==> src/rtl/hex_result_sender.sv <==
// hex_result_sender: sends a result word to the UART TX byte interface as
// uppercase ASCII hex, most significant nibble first. Leading zero digits can
// be dropped, and CR LF can be appended. Each byte moves over valid/ready.
module hex_result_sender #(
  parameter int DATA_W        = 16,
  parameter bit SEND_CRLF     = 1'b1,
  parameter bit ZERO_SUPPRESS = 1'b0
) (
  input  logic              i_clk,
  input  logic              i_rst,
  input  logic              i_start,
  input  logic [DATA_W-1:0] i_data,
  output logic              o_busy,
  output logic              o_done,
  output logic [7:0]        o_tx_data,
  output logic              o_tx_valid,
  input  logic              i_tx_ready
);

  localparam int NIB   = DATA_W / 4;
  localparam int CNT_W = $clog2(NIB + 1);
  localparam logic [CNT_W-1:0] NIB_CNT = CNT_W'(NIB);
  localparam logic [CNT_W-1:0] CNT_ONE = CNT_W'(1);

  typedef enum logic [2:0] {
    S_IDLE   = 3'd0,
    S_DIGIT  = 3'd1,
    S_CR     = 3'd2,
    S_LF     = 3'd3,
    S_FINISH = 3'd4
  } state_t;

  state_t              r_state;
  state_t              w_next;
  logic [DATA_W-1:0]   r_shift;
  logic [CNT_W-1:0]    r_cnt;
  logic [CNT_W-1:0]    w_lz;
  logic                w_found;
  logic [DATA_W-1:0]   w_shift_init;
  logic [CNT_W-1:0]    w_cnt_init;
  logic [3:0]          w_nib;
  logic                w_accept;
  logic                w_xfer;
  logic                w_last_digit;

  // FINISH also accepts START so messages can run back to back.
  assign w_accept     = i_start && ((r_state == S_IDLE) || (r_state == S_FINISH));
  assign w_xfer       = o_tx_valid && i_tx_ready;
  assign w_last_digit = (r_cnt == CNT_ONE);
  assign w_nib        = r_shift[DATA_W-1 -: 4];

  // Count leading zero nibbles of the incoming word. The lowest nibble is
  // never counted, so an all-zero word still sends one '0' digit.
  always_comb begin
    w_lz    = '0;
    w_found = 1'b0;
    for (int i = NIB - 1; i >= 1; i--) begin
      if (!w_found) begin
        if (i_data[4*i +: 4] == 4'h0) w_lz = w_lz + CNT_ONE;
        else                          w_found = 1'b1;
      end
    end
  end

  // Pre-align the word so the first digit to send sits in the top nibble.
  always_comb begin
    if (ZERO_SUPPRESS) begin
      w_shift_init = i_data << (4 * w_lz);
      w_cnt_init   = NIB_CNT - w_lz;
    end else begin
      w_shift_init = i_data;
      w_cnt_init   = NIB_CNT;
    end
  end

  // State register.
  always_ff @(posedge i_clk or posedge i_rst) begin
    if (i_rst) r_state <= S_IDLE;
    else       r_state <= w_next;
  end

  // Next-state logic; every byte state advances only on a transfer.
  always_comb begin
    w_next = r_state;
    case (r_state)
      S_IDLE:   if (w_accept) w_next = S_DIGIT;
      S_DIGIT:  if (w_xfer && w_last_digit) w_next = SEND_CRLF ? S_CR : S_FINISH;
      S_CR:     if (w_xfer) w_next = S_LF;
      S_LF:     if (w_xfer) w_next = S_FINISH;
      S_FINISH: w_next = w_accept ? S_DIGIT : S_IDLE;
      default:  w_next = S_IDLE;
    endcase
  end

  // Word capture on accept, shift and count down on each digit transfer.
  always_ff @(posedge i_clk or posedge i_rst) begin
    if (i_rst) begin
      r_shift <= '0;
      r_cnt   <= '0;
    end else if (w_accept) begin
      r_shift <= w_shift_init;
      r_cnt   <= w_cnt_init;
    end else if ((r_state == S_DIGIT) && w_xfer) begin
      r_shift <= r_shift << 4;
      r_cnt   <= r_cnt - CNT_ONE;
    end
  end

  // Outputs decode from the state only, so they hold while the UART stalls
  // and fall to their reset values as soon as reset forces IDLE.
  always_comb begin
    o_busy     = 1'b0;
    o_done     = 1'b0;
    o_tx_valid = 1'b0;
    o_tx_data  = 8'h00;
    case (r_state)
      S_DIGIT: begin
        o_busy     = 1'b1;
        o_tx_valid = 1'b1;
        o_tx_data  = (w_nib < 4'd10) ? (8'h30 + {4'h0, w_nib})
                                     : (8'h37 + {4'h0, w_nib});
      end
      S_CR: begin
        o_busy     = 1'b1;
        o_tx_valid = 1'b1;
        o_tx_data  = 8'h0D;
      end
      S_LF: begin
        o_busy     = 1'b1;
        o_tx_valid = 1'b1;
        o_tx_data  = 8'h0A;
      end
      S_FINISH: o_done = 1'b1;
      default: ;
    endcase
  end

endmodule

==> config.mk <==
export PLATFORM = sky130hd
export DESIGN_NAME = hex_result_sender
export DESIGN_NICKNAME = d
export VERILOG_FILES = /design/src/rtl/hex_result_sender.sv
export SDC_FILE = /design/constraint.sdc
export NUM_CORES = 1
export LEC_CHECK = 0
export CORE_ASPECT_RATIO = 1.2
export CORE_MARGIN = 10
export CORE_UTILIZATION = 40
export CTS_CLUSTER_SIZE = 25
export DETAILED_ROUTE_END_ITERATION = 8
export DONT_BUFFER_PORTS = 1
export PLACE_DENSITY_LB_ADDON = 0.05
export SETUP_SLACK_MARGIN = 0.15
export SYNTH_ARGS = -nofsm -noshare
export SYNTH_HDL_FRONTEND = slang
export SYNTH_SLANG_ARGS = --single-unit
export TNS_END_PERCENT = 50
==> constraint.sdc <==
create_clock -name i_clk -period 4.34 [get_ports i_clk]
set_clock_uncertainty 0.1 [all_clocks]
set_input_delay 0.868 -clock i_clk [delete_from_list [all_inputs] [get_ports i_clk]]
set_output_delay 0.868 -clock i_clk [all_outputs]
set_load 0.01 [all_outputs]
==> metrics.txt <==
# TYPE chip_impl_metric gauge
chip_impl_info{name="run_status",value="complete, no violations"} 1
chip_impl_metric{name="num_io_pins",unit=""} 31
chip_impl_metric{name="dpl.hpwl",unit="mm"} 1.90
chip_impl_info{name="crit_path_start",value="r_shift[12]$_DFFE_PP0P_"} 1
chip_impl_metric{name="finalSetupViolations",unit=""} 0
chip_impl_metric{name="timing.max_cap.violations",unit=""} 0
chip_impl_metric{name="synthToLayoutAreaGrowth",unit="%"} -1.02
chip_impl_metric{name="routed_length_on_met1",unit="mm"} 1.14
chip_impl_info{name="reg2reg_to",value="r_shift[3]$_DFFE_PP0P_"} 1
chip_impl_metric{name="maxClockFrequency",unit="MHz"} 392
chip_impl_metric{name="synth.avg_cell_area",unit="um2"} 9.41
chip_impl_metric{name="grt_total_usage",unit=""} 0.0928
chip_impl_metric{name="r2r.worst_path.cells",unit=""} 3
chip_impl_info{name="routed.top_layer",value="met4"} 1
chip_impl_metric{name="cts.reportedPaths.clkPinSlew",unit="ps"} 120
chip_impl_metric{name="drt-wirelength-per-cell",unit="um"} 16.7
chip_impl_info{name="grt_setup_unrepaired",value="false"} 1
chip_impl_metric{name="layout.nets",unit=""} 149
chip_impl_metric{name="drt_first_iter_violations",unit=""} 49
chip_impl_metric{name="drt.antenna.violating_nets",unit=""} 0
chip_impl_metric{name="fillerInstances",unit=""} 303
chip_impl_metric{name="die_area",unit="um2"} 5680
chip_impl_metric{name="critical_path_fanout_max",unit=""} 3
chip_impl_metric{name="finalCriticalPeriod",unit="ps"} 2550
chip_impl_metric{name="cellLeakagePower",unit="nW"} 0.525
chip_impl_info{name="hold_path_class",value="register to register"} 1
chip_impl_metric{name="power.total",unit="mW"} 0.887
chip_impl_metric{name="max_stage_delay",unit="ps"} 380
chip_impl_metric{name="power.clock.fraction",unit=""} 0.103
chip_impl_metric{name="cp_num_buf_inv",unit=""} 1
chip_impl_metric{name="final_cell_count_no_fill",unit=""} 158
chip_impl_info{name="cp_slowest_cell",value="dfrtp_1"} 1
chip_impl_metric{name="initial_core_util",unit=""} 0.427
chip_impl_info{name="path_class",value="register to output port"} 1
chip_impl_metric{name="die_x",unit="um"} 70.5
chip_impl_metric{name="dpl.cell_count",unit=""} 155
chip_impl_info{name="path_delay_family",value="compound AO/OA/AOI/OAI gates"} 1
chip_impl_metric{name="cts-hold-fix-buffers",unit=""} 0
chip_impl_info{name="cp-start-kind",value="register"} 1
chip_impl_info{name="clockRootBuffer",value="clkbuf_4"} 1
chip_impl_metric{name="synth_cells",unit=""} 130
chip_impl_metric{name="postSynth.asyncResetShare",unit=""} 1.00
chip_impl_metric{name="internal-power",unit="mW"} 0.501
chip_impl_metric{name="drcViolationCount",unit=""} 0
chip_impl_info{name="worst_setup_path_end_kind",value="output port"} 1
chip_impl_info{name="synth-main-ff-cell",value="dfrtp_1"} 1
chip_impl_metric{name="met3_wirelength",unit="um"} 343
chip_impl_metric{name="antenna_found_initial",unit=""} 0
chip_impl_info{name="regToRegStartpoint",value="r_state[0]$_DFFE_PP0P_"} 1
chip_impl_metric{name="grt_first_pass_wirelength",unit="mm"} 4.29
chip_impl_metric{name="floorplan.die.height",unit="um"} 80.6
chip_impl_metric{name="setup_slack_of_the_most_critical_reg_to_reg_path",unit="ps"} 2690
chip_impl_metric{name="ir_drop_worst_case_vdd",unit="uV"} 345
chip_impl_metric{name="storage_element_area",unit="um2"} 551
chip_impl_metric{name="design.core.area",unit="um2"} 2860
chip_impl_metric{name="swShare",unit=""} 0.435
chip_impl_metric{name="cts_num_sinks",unit=""} 22
chip_impl_metric{name="fp-row-count",unit=""} 21
chip_impl_metric{name="wp_depth",unit=""} 5
chip_impl_metric{name="multi_input_area",unit="um2"} 573
chip_impl_metric{name="timing.slew.headroom",unit=""} 0.434
chip_impl_metric{name="gp_congestion",unit=""} 0.781
chip_impl_metric{name="route.vias.total",unit=""} 885
chip_impl_metric{name="grt_start_max_net_pins",unit=""} 23
chip_impl_metric{name="met2RoutedLength",unit="mm"} 1.14
chip_impl_metric{name="detail_route.wirelength",unit="mm"} 2.64
chip_impl_metric{name="insertedDiodeCount",unit=""} 0
chip_impl_metric{name="clock_tree.htree_level_count",unit=""} 1
chip_impl_metric{name="synth-seq-area-share",unit=""} 0.450
chip_impl_metric{name="cts_setup_buffers",unit=""} 0
chip_impl_metric{name="detailedRoute.firstPassIterationCount",unit=""} 4
chip_impl_metric{name="tns",unit="ps"} 0
chip_impl_metric{name="post_synth_instance_area",unit="um2"} 1220
chip_impl_metric{name="overflow",unit=""} 0
chip_impl_metric{name="critical_path_arrival",unit="ps"} 1580
chip_impl_metric{name="synthDistinctLibCells",unit=""} 35
chip_impl_metric{name="cp.required",unit="ps"} 3370
chip_impl_metric{name="synth_edf_count",unit=""} 0
chip_impl_info{name="tritoncts",value="built"} 1
chip_impl_metric{name="drive_gt1_frac",unit=""} 0.0645
chip_impl_metric{name="slew_violations",unit=""} 0
chip_impl_metric{name="buffer_ports.inserted",unit=""} 0
chip_impl_metric{name="worstSkewPairLatency",unit="ps"} 300
chip_impl_metric{name="clk_buf_depth",unit=""} 2
chip_impl_metric{name="synth_seq_cells",unit=""} 22
chip_impl_metric{name="finalHoldViolCount",unit=""} 0
chip_impl_metric{name="pwr_density_cell",unit="nW/um2"} 733
chip_impl_metric{name="synth_warnings",unit=""} 0
chip_impl_metric{name="ctsResizeCount",unit=""} 0
chip_impl_metric{name="syn-num-nets",unit=""} 153
chip_impl_metric{name="layout_worst_path_cycle_share",unit=""} 0.588
chip_impl_metric{name="power.share.sequential",unit=""} 0.430
chip_impl_metric{name="share_comb_of_total_power",unit=""} 0.466
chip_impl_metric{name="switching_power_of_the_nets",unit="mW"} 0.386
chip_impl_metric{name="cts_buf_count",unit=""} 3
chip_impl_metric{name="number_of_global_route_vias_before_repair",unit=""} 882
chip_impl_metric{name="worst_tran_pin_value",unit="ps"} 848
chip_impl_info{name="worst_setup_path_endpoint",value="o_tx_data[2]"} 1
chip_impl_info{name="critical_path.cell_chain",value="inv_1, ha_1, and4b_1, o211ai_1, a21oi_1"} 1
chip_impl_metric{name="routed_via_density",unit=""} 5.60
registers in the layout (all words and copies together), names as in the netlist:
register and flops:
r_state 3, r_shift 16, r_cnt 3
worst register-to-register path: stages, from the launching register on:
cell and delay [ps]:
dfrtp_1 560, nor3b_4 510, nor2_2 170, a22o_1 210
layout make-up:
type                            instances  share of cell area
Tap cell                               34              0.0351
Sequential cell                        22               0.455
Multi-Input combinational cell         93               0.473
Inverter                                6              0.0186
Clock buffer                            3              0.0186
cells by family (layout without fill, tap and decap cells):
kind of cell               Yosys count  count (layout)  share of synthesized area
AOI/OAI and AO/OA                   35              35                      0.181
DFF                                 22              22                      0.450
other                                1               1                    0.00306
adders and majority gates            3               3                     0.0307
and+or+nand+nor                     53              53                      0.246
buffers and inverters               15               9                     0.0818
xor gates and xnor gates             1               1                    0.00716
stage by stage:
stage	utilization	hold WS, ps	setup slack [ps]	instance area [um2]
after global routing	0.423	439	1660	1210
after floorplan	-	356	2270	1220
after detailed placement	0.415	382	2140	1190
after CTS	0.423	415	1770	1210
after global placement	0.415	378	2170	1190
final	0.423	410	1790	1210
cell usage after synthesis, types with 4 or more instances:
library cell	number	area [um2]
dfrtp_1	22	551
a21oi_1	8	40.0
o22ai_1	6	37.5
nand2_1	16	60.1
buf_6	4	45.0
nor2b_1	4	25.0
inv_1	6	22.5
nor2_1	15	56.3
a31oi_1	8	50.1
a22o_1	4	35.0
nor3_1	4	20.0
worst min path at each step:
stage / start / end / cells after the start
2_1_floorplan: r_cnt[1]$_DFFE_PP0P_ / r_cnt[1]$_DFFE_PP0P_ / 1
3_3_place_gp: r_cnt[1]$_DFFE_PP0P_ / r_cnt[1]$_DFFE_PP0P_ / 1
3_5_place_dp: r_shift[1]$_DFFE_PP0P_ / r_shift[1]$_DFFE_PP0P_ / 1
4_1_cts: r_cnt[1]$_DFFE_PP0P_ / r_cnt[1]$_DFFE_PP0P_ / 1
5_1_grt: r_cnt[0]$_DFFE_PP0P_ / r_cnt[0]$_DFFE_PP0P_ / 1
6_report: r_shift[0]$_DFFE_PP0P_ / r_shift[0]$_DFFE_PP0P_ / 1
per-layer routing:
layer  vias to the layer above  track usage
met2                        25        0.140
met4                         0       0.0356
met1                       414        0.102
met3                         2       0.0603
li1                        444            -
met5                         -            0
power by group through the flow:
stage / registers [mW] / clock network [mW] / logic (mW)
2_1_floorplan: 0.350 / 0 / 0.407
3_3_place_gp: 0.384 / 0 / 0.415
3_5_place_dp: 0.387 / 0 / 0.421
4_1_cts: 0.382 / 0.0966 / 0.423
5_1_grt: 0.399 / 0.106 / 0.470
6_report: 0.382 / 0.0917 / 0.414
placed cells by master, fill, tap and decap left out, types with 2 or more instances in the layout:
master / Yosys / layout
nand2_1: 16 / 16
a21oi_1: 8 / 8
o21ai_1: 3 / 3
nor2_1: 15 / 15
nand2b_1: 2 / 2
inv_1: 6 / 6
a31oi_1: 8 / 8
ha_1: 3 / 3
dfrtp_1: 22 / 22
and3_1: 2 / 2
a22o_1: 4 / 4
o22ai_1: 6 / 6
nor3_1: 4 / 4
nor2b_1: 4 / 4
clkbuf_4: 0 / 3
Power figures use the tool's default switching activity.
